**src/rtl/program_loader_pkg.sv**
```systemverilog
// Shared constants for the program loader: opcode values, instruction field layout
// and loader FSM encodings.
package program_loader_pkg;

    localparam int DEPTH_DEF   = 8;
    localparam int INSTR_W_DEF = 20;
    localparam int PC_W_DEF    = 4;

    localparam logic [3:0] OP_STOP = 4'hF;

    localparam int OPC_MSB   = 19;
    localparam int OPND1_MSB = 15;
    localparam int OPND2_MSB = 7;

    localparam logic [INSTR_W_DEF-1:0] STOP_INSTR = {OP_STOP, 16'h0000};

    typedef enum logic [2:0] {
        LD_IDLE   = 3'd0,
        LD_OP     = 3'd1,
        LD_OPND1  = 3'd2,
        LD_OPND2  = 3'd3,
        LD_COMMIT = 3'd4,
        LD_DONE   = 3'd5
    } ld_state_t;

    function automatic logic [INSTR_W_DEF-1:0] pack_instr(
        input logic [3:0] opc,
        input logic [7:0] opnd1,
        input logic [7:0] opnd2
    );
        logic [INSTR_W_DEF-1:0] instr;
        instr                          = '0;
        instr[OPC_MSB   -: 4]          = opc;
        instr[OPND1_MSB -: 8]          = opnd1;
        instr[OPND2_MSB -: 8]          = opnd2;
        return instr;
    endfunction

endpackage

```
**src/rtl/program_loader_store.sv**
```systemverilog
// Instruction store: register array with per-slot valid bits. Unwritten or
// out-of-range slots read back as a STOP instruction.
module program_loader_store
    import program_loader_pkg::*;
#(
    parameter int DEPTH   = DEPTH_DEF,
    parameter int INSTR_W = INSTR_W_DEF,
    parameter int PC_W    = PC_W_DEF,
    parameter int ADDR_W  = $clog2(DEPTH)
) (
    input  logic               clk,
    input  logic               rst_n,
    input  logic               clear,
    input  logic               wr_en,
    input  logic [ADDR_W-1:0]  wr_addr,
    input  logic [INSTR_W-1:0] wr_data,
    input  logic [PC_W-1:0]    rd_addr,
    output logic [INSTR_W-1:0] rd_instr
);

    logic [INSTR_W-1:0] mem [DEPTH];
    logic [DEPTH-1:0]   valid_reg;

    // Only the valid bits are reset; stale data behind a cleared bit is never visible.
    generate
        for (genvar gi = 0; gi < DEPTH; gi++) begin : g_valid
            always_ff @(posedge clk or negedge rst_n) begin
                if (!rst_n) begin
                    valid_reg[gi] <= 1'b0;
                end else if (clear) begin
                    valid_reg[gi] <= 1'b0;
                end else if (wr_en && (wr_addr == ADDR_W'(gi))) begin
                    valid_reg[gi] <= 1'b1;
                end
            end
        end
    endgenerate

    always_ff @(posedge clk) begin
        if (wr_en) begin
            mem[wr_addr] <= wr_data;
        end
    end

    logic [ADDR_W-1:0] rd_idx;
    logic              rd_hit;

    always_comb begin
        rd_idx   = rd_addr[ADDR_W-1:0];
        rd_hit   = (rd_addr < PC_W'(DEPTH)) && valid_reg[rd_idx];
        rd_instr = rd_hit ? mem[rd_idx] : INSTR_W'(STOP_INSTR);
    end

endmodule

```
**src/rtl/program_loader.sv**
```systemverilog
// Byte-stream program loader: assembles 3-byte instructions, commits them into the
// instruction store and holds the CPU until the program is complete.
module program_loader
    import program_loader_pkg::*;
#(
    parameter int DEPTH   = DEPTH_DEF,
    parameter int INSTR_W = INSTR_W_DEF,
    parameter int PC_W    = PC_W_DEF
) (
    input  logic               clk,
    input  logic               rst_n,
    input  logic               load_start,
    input  logic               in_valid,
    input  logic [7:0]         in_byte,
    output logic               in_ready,
    input  logic [PC_W-1:0]    rd_addr,
    output logic [INSTR_W-1:0] rd_instr,
    output logic [PC_W-1:0]    instr_count,
    output logic               load_done,
    output logic               cpu_hold,
    output logic               err_frame
);

    localparam int ADDR_W = $clog2(DEPTH);

    ld_state_t         state_reg, state_next;
    logic [3:0]        opcode_reg, opcode_next;
    logic [7:0]        opnd1_reg, opnd1_next;
    logic [7:0]        opnd2_reg, opnd2_next;
    logic [ADDR_W-1:0] wr_ptr_reg, wr_ptr_next;
    logic [PC_W-1:0]   count_reg, count_next;
    logic              err_reg, err_next;
    logic              ready_reg, ready_next;
    logic              done_reg, done_next;
    logic              hold_reg, hold_next;
    logic              store_clear, store_wr;
    logic              xfer;

    always_ff @(posedge clk or negedge rst_n) begin
        if (!rst_n) begin
            state_reg  <= LD_IDLE;
            opcode_reg <= '0;
            opnd1_reg  <= '0;
            opnd2_reg  <= '0;
            wr_ptr_reg <= '0;
            count_reg  <= '0;
            err_reg    <= 1'b0;
            ready_reg  <= 1'b0;
            done_reg   <= 1'b0;
            hold_reg   <= 1'b1;
        end else begin
            state_reg  <= state_next;
            opcode_reg <= opcode_next;
            opnd1_reg  <= opnd1_next;
            opnd2_reg  <= opnd2_next;
            wr_ptr_reg <= wr_ptr_next;
            count_reg  <= count_next;
            err_reg    <= err_next;
            ready_reg  <= ready_next;
            done_reg   <= done_next;
            hold_reg   <= hold_next;
        end
    end

    always_comb begin
        state_next  = state_reg;
        opcode_next = opcode_reg;
        opnd1_next  = opnd1_reg;
        opnd2_next  = opnd2_reg;
        wr_ptr_next = wr_ptr_reg;
        count_next  = count_reg;
        err_next    = err_reg;
        store_clear = 1'b0;
        store_wr    = 1'b0;
        xfer        = in_valid && ready_reg;

        case (state_reg)
            LD_IDLE, LD_DONE: begin
                if (load_start) begin
                    state_next  = LD_OP;
                    store_clear = 1'b1;
                    wr_ptr_next = '0;
                    count_next  = '0;
                    err_next    = 1'b0;
                end
            end
            LD_OP: begin
                if (xfer) begin
                    // A malformed opcode byte is dropped so the stream can resync on the next one.
                    if (in_byte[7:4] != 4'h0) begin
                        err_next = 1'b1;
                    end else begin
                        opcode_next = in_byte[3:0];
                        state_next  = LD_OPND1;
                    end
                end
            end
            LD_OPND1: begin
                if (xfer) begin
                    opnd1_next = in_byte;
                    state_next = LD_OPND2;
                end
            end
            LD_OPND2: begin
                if (xfer) begin
                    opnd2_next = in_byte;
                    state_next = LD_COMMIT;
                end
            end
            LD_COMMIT: begin
                store_wr    = 1'b1;
                wr_ptr_next = wr_ptr_reg + 1'b1;
                count_next  = count_reg + 1'b1;
                if ((opcode_reg == OP_STOP) || (wr_ptr_reg == ADDR_W'(DEPTH - 1))) begin
                    state_next = LD_DONE;
                end else begin
                    state_next = LD_OP;
                end
            end
            default: state_next = LD_IDLE;
        endcase

        // Output flags are registered decodes of the state being entered.
        ready_next = (state_next == LD_OP) || (state_next == LD_OPND1) || (state_next == LD_OPND2);
        done_next  = (state_next == LD_DONE);
        hold_next  = (state_next != LD_DONE);
    end

    program_loader_store #(
        .DEPTH   (DEPTH),
        .INSTR_W (INSTR_W),
        .PC_W    (PC_W),
        .ADDR_W  (ADDR_W)
    ) u_store (
        .clk      (clk),
        .rst_n    (rst_n),
        .clear    (store_clear),
        .wr_en    (store_wr),
        .wr_addr  (wr_ptr_reg),
        .wr_data  (INSTR_W'(pack_instr(opcode_reg, opnd1_reg, opnd2_reg))),
        .rd_addr  (rd_addr),
        .rd_instr (rd_instr)
    );

    assign in_ready    = ready_reg;
    assign instr_count = count_reg;
    assign load_done   = done_reg;
    assign cpu_hold    = hold_reg;
    assign err_frame   = err_reg;

endmodule

```
**config.mk**
```make
export PLATFORM = sky130hd
export DESIGN_NAME = program_loader
export DESIGN_NICKNAME = d
export VERILOG_FILES = /design/src/rtl/program_loader_pkg.sv /design/src/rtl/program_loader_store.sv /design/src/rtl/program_loader.sv
export SDC_FILE = /design/constraint.sdc
export NUM_CORES = 1
export LEC_CHECK = 0
export CORE_ASPECT_RATIO = 0.9
export CORE_MARGIN = 2
export CORE_UTILIZATION = 43
export DETAILED_ROUTE_END_ITERATION = 7
export HOLD_SLACK_MARGIN = 0.1
export REMOVE_ABC_BUFFERS = 1
export SYNTH_ARGS = -nofsm -noshare
export SYNTH_HDL_FRONTEND = slang
export SYNTH_SLANG_ARGS = --single-unit
```
**constraint.sdc**
```tcl
create_clock -name clk -period 2.75 [get_ports clk]
set_input_delay 0.275 -clock clk [delete_from_list [all_inputs] [get_ports clk]]
set_output_delay 0.275 -clock clk [all_outputs]
set_load 0.05 [all_outputs]
```
# Word-level counts from Yosys, hierarchy flattened

Memory sizes are Yosys's and may differ from the RTL's.
Index checks and enable logic that the tools add are counted.

Output and inout bits: 28
Register bits: 42
Memories kept: 1
RAM bits: 160
Logic and storage cells: 116
Input port bits: 16

Memory list:

| name        | depth | width | rd ports | clocked after memory_dff | write ports | RTL line                   | RTL |
|---|---|---|---|---|---|---|---|
| u_store.mem | 8     | 20    | 1        | 0                        | 1           | program_loader_store.sv:21 | `logic [INSTR_W-1:0] mem [DEPTH];` |

$lt $le $gt $ge: 2
Add/sub/neg operators: 2
Equal/unequal tests: 21
Bitwise logic cells: 1
Multiplexer cells: 39
Reduce and logical (&&, ||, !) cells: 32

Operators with widths:

| kind                                               | number |
|---|---|
| two-way mux 1 bit                                  | 25 |
| == test 3 bit, second input constant               | 7 |
| two-way mux 3 bit                                  | 7 |
| two-way mux 20 bit                                 | 1 |
| nonzero test 2 bit                                 | 10 |
| == test 3 x 2 -> 1 bit, second input constant      | 6 |
| case mux 3 bit (5 select lines)                    | 1 |
| logical AND 1 bit                                  | 10 |
| == test 3 x 1 -> 1 bit, second input constant      | 3 |
| case mux 4 bit (2 select lines)                    | 1 |
| zero test 3 bit                                    | 2 |
| != test 2 bit, second input constant               | 3 |
| case mux 3 bit (2 select lines)                    | 1 |
| AND reduction 2 bit                                | 3 |
| adder 4 x 1 -> 4 bit, second input constant        | 1 |
| == test 4 bit, second input constant               | 1 |
| < comparator 3 x 4 -> 1 bit, second input constant | 1 |
| < comparator 4 bit, second input constant          | 1 |
| two-way mux 4 bit                                  | 1 |
| AND reduction 4 bit                                | 1 |
| nonzero test 4 bit                                 | 1 |
| adder 3 x 1 -> 3 bit, second input constant        | 1 |
| binary-select mux 1 bit (select 3 bit)             | 1 |
| logical OR 1 bit                                   | 3 |
| 5 further kinds                                    | 5 |

# Logic depth before layout (Yosys ltp)

Depth after elaboration: 7
Depth in mapped cells: 7
Depth with buffers taken out: 6

# Modules after synthesis

A second synthesis with hierarchy kept.

Cells, all modules: 416
Area total of the unflattened synthesis: 8065.2 um^2

By module, submodules not included:

| module               | instances | area an instance (um^2) | cells each | seq. area each (um^2) |
|---|---|---|---|---|
| program_loader_store | 1         | 6560.0                  | 296        | 5004.8 |
| program_loader       | 1         | 1505.2                  | 120        | 852.1 |

# Least setup slack after synthesis

OpenSTA, ideal clock, no wires.

Kind: register to register
From: register state_reg[2]
To: memory u_store.mem[4][0] in the netlist's numbering (enable)
Required time: 2328 ps
Period minus slack after synthesis: 3060 ps
Setup slack: -310 ps
Path buffers: 2
Data arrival time: 2638 ps
Cell stages (with the launch flop): 6
Setup time: 422 ps
Path through: dfrtp_1 buf_2 nor3b_1 buf_2 nand2_1 nor3_1

Longest elaborated chain between the ends: 4

RTL lines:

| what                                    | RTL line                   | RTL |
|---|---|---|
| start, declared                         | program_loader.sv:26       | `ld_state_t state_reg, state_next;` |
| start signal, assigned                  | program_loader.sv:52       | `state_reg <= state_next;` |
| == test 3 bit                           | program_loader.sv:77       | `case (state_reg)` |
| two-way mux 1 bit                       | program_loader.sv:77       |  |
| two-way mux 1 bit                       | program_loader_store.sv:40 | `if (wr_en) begin` |
| two-way mux 1 bit (implied by the code) | program_loader_store.sv:41 | `mem[wr_addr] <= wr_data;` |
| end, declared                           | program_loader_store.sv:21 |  |

No other way between the ends.

# Worst setup path in the final report

From: register u_store.valid_reg[7]
To: output port rd_instr[19]

Longest elaborated chain between the ends: 4

RTL lines:

| what                                    | RTL line                   | RTL |
|---|---|---|
| start, declared                         | program_loader_store.sv:22 | `logic [DEPTH-1:0] valid_reg;` |
| start signal, assigned by index         | program_loader_store.sv:29 | `valid_reg[gi] <= 1'b0;` |
| start signal, assigned by index         | program_loader_store.sv:31 | `valid_reg[gi] <= 1'b0;` |
| start signal, assigned by index         | program_loader_store.sv:33 | `valid_reg[gi] <= 1'b1;` |
| binary-select mux 1 bit (select 3 bit)  | program_loader_store.sv:50 | `rd_hit = (rd_addr < PC_W'(DEPTH)) && valid_reg[rd_idx];` |
| two-way mux 1 bit (implied by the code) | program_loader_store.sv:50 |  |
| logical AND 1 bit                       | program_loader_store.sv:50 |  |
| two-way mux 20 bit                      | program_loader_store.sv:51 | `rd_instr = rd_hit ? mem[rd_idx] : INSTR_W'(STOP_INSTR);` |
| end, declared                           | program_loader.sv:17       | `output logic [INSTR_W-1:0] rd_instr,` |

No other way between the ends. The select of a mux whose other input is x is not followed.

==> out/summary.txt <==
met3 Use GR: 3.00%
layout cells sized above 1: 30.7%
total CTS buffers: 21
crit path kind: reg -> out
Worst-Margin Slew: 0.978 ns
final worst-path cycle share: 89.5%
CP Max Fanout: 12
Reg with most FFs: u_store.mem
storage element area: 5860 sq um
final hold vios: 0
Worst Skew: 0.0151 ns
worst hold path class: in -> reg
post-synthesis cell area: 7960 sq um
GRT Residual Overflow: 0
Crit. End Element: primary output
CP max stage cell: mux4_2
Mapped Cells: 415
Die W: 147 microns
Slew Limit Fails: 0
final setup violation count: 0
Netlist cell types: 40
CTS tree: built
startpoint types: register
fillcell total: 1477
met1 global-route usage: 25.0%
CTS root buffer: clkbuf_16
CP max stage delay: 0.45 ns
Mean Syn Cell Area: 19.2 sq um
Yosys top cell area share: 60.4%
die area: 19600 sq um
outcome: finished clean
Largest register FFs: 160
EDFF count, synth: 160
maximum vdd drop: 438 uV
Clock transition at path regs: 0.06 ns
clk buf depth: 3
area leader, netlist: edfxtp_1
multi-input logic area: 2000 sq um
All-Layer GR Usage: 16.7%
maxcap violations: 0
CP required: 2.48 ns
PwrDens: 818 nW/um^2
largest net degree at the start of global routing: 43
Cell Chain, Critical Path: mux4_2, nand2b_1, o211ai_1, buf_4, a211o_1, buf_12
Area Growth Syn to Fin: 19.8%
Final Util: 52.1%
ys async rst share: 20.8%
IO buf count: 43
Die Y: 133 microns
Via density: 5.32
most used routing layer: met2
ys flop type: edfxtp_1
Initial Util: 43.5%
dpl cells: 708
DR DRC count: 0
wire length per cell: 21.2 microns
CTS H-Tree Depth: 1
Final Non-Filler Cells: 746
WP data arrival: 2.19 ns
fmax: 0.406 GHz
RSZ-0062 raised after global routing: false
clk_lat worst skew: 0.49 ns
DPL Wire Length: 9940 microns
First DRT Iteration DRCs: 218
# diodes: 0
Final ANT Viol Nets: 0
drt pass-1 iters: 5
FP Rows: 47
Synth area leaders: edfxtp_1, dfrtp_1, mux4_2, mux2_2, mux2i_1
Pleak: 3.43 nW
GPL Wtd Cong: 0.767
#FFs+latches synth: 202
core box area: 18300 sq um
initial antenna violation count: 0
Vias: 3968
Post-Route WL: 15800 microns
first-pass GRT wire length: 24800 microns
fin nets: 510
routing usage on met2: 26.1%
vias in the first global route: 4206
I/O pins: 44
Final min period: 2.46 ns
Synth Warn #: 0
clk sinks: 202
Rel. slew slack: 34.8%
sequential fraction of the synthesis area: 73.6%
## path summary, 6_finish.rpt
check,end,cells after the start,slack [ns],from
max,rd_instr[19],6,0.29,u_store.valid_reg[7]
min,opnd2_reg[6],2,0.47,in_byte[6]
max reg2reg,u_store.mem[2][8],4,0.53,state_reg[2]
min reg2reg,instr_count[3],1,0.49,instr_count[3]
max in group asynchronous,opnd1_reg[3],2,1.65,rst_n
min in group asynchronous,opnd1_reg[4],2,0.48,rst_n
## cells by family after synthesis
kind of cell	synth area share (%)
xor+xnor	0.220
mux	16.7
simple gates	4.45
compound gates	2.34
fa+ha+maj	1.10
buf+inv	1.56
flops	73.6
## where the power goes
group / total (mW) / leakage [nW] / internal [mW] / switching [mW]
Combinational: 0.928 / 1.12 / 0.399 / 0.529
Sequential: 4.15 / 1.99 / 3.77 / 0.388
Clock: 2.71 / 0.318 / 1.62 / 1.09
Total: 7.79 / 3.43 / 5.79 / 2.00
## final cells by class
cell class / count / area share, %
clock buffers: 29 / 5.94
clock inverters: 8 / 0.946
inverters: 6 / 0.236
multi-input cells: 185 / 21.0
flip-flops and latches: 202 / 61.5
well taps: 245 / 3.22
repair buffers: 71 / 7.20
## metal layers
metal  share of wire [%]  routed length, microns
met1                  46                    7240
met2                  48                    7510
met3                 5.2                     828
met4                 1.4                     218
met5                   0                       0
## cells in the mapped netlist, drive strengths merged (3+ instances only)
master and n:
a211o 5, a21oi 7, a31oi 3, buf 14, clkbuf 8, dfrtp 41
edfxtp 160, ha 7, inv 6, mux2 20, mux2i 18, mux4 41
nand2 14, nor2 34, nor2b 6, nor3 3, o21ai 4
## critical path: cells and delay by family, from the launching register on
kind | cells | cell delay (ns)
AOI/OAI and AO/OA | 2 | 0.30
buffers and inverters | 2 | 0.41
DFF | 1 | 0.38
and+or+nand+nor | 1 | 0.15
muxes | 1 | 0.45
## placed cells by master (no fill, tap or decap), drive strengths merged, types with 2 or more instances in the layout
master         count
nor3               3
a31oi              3
nor2b              6
bufinv             2
clkbuf            29
nand2             14
or3                2
o21ai              4
mux2i             18
a211o              5
edfxtp           160
nor2              34
dfrtp             41
nand3b             2
clkinv             5
clkdlybuf4s50     19
buf               51
ha                 7
nor4               2
mux4              41
inv                6
a21oi              7
mux2              20
## per-stage QoR
step	hold WS [ns]	TNS (ns)	power, mW	area (sq um)	worst slack (ns)
final	0.472	0	7.79	9530	0.287
after global placement	0.469	0	5.10	8860	0.426
after global routing	0.469	0	8.12	9530	0.138
after CTS	0.466	0	7.86	9530	0.247
after floorplan	-0.0206	-46.38	4.68	7850	-0.703
after detailed placement	0.483	0	5.15	8860	0.379
## timing repair
item	CTS	global route
resized for setup	0	0
setup buffers	0	0
setup endpoints to repair	0	0
endpoints found under the hold margin	41	0
hold buffers	1	0
Note: power is estimated with default switching activity, not from simulation.
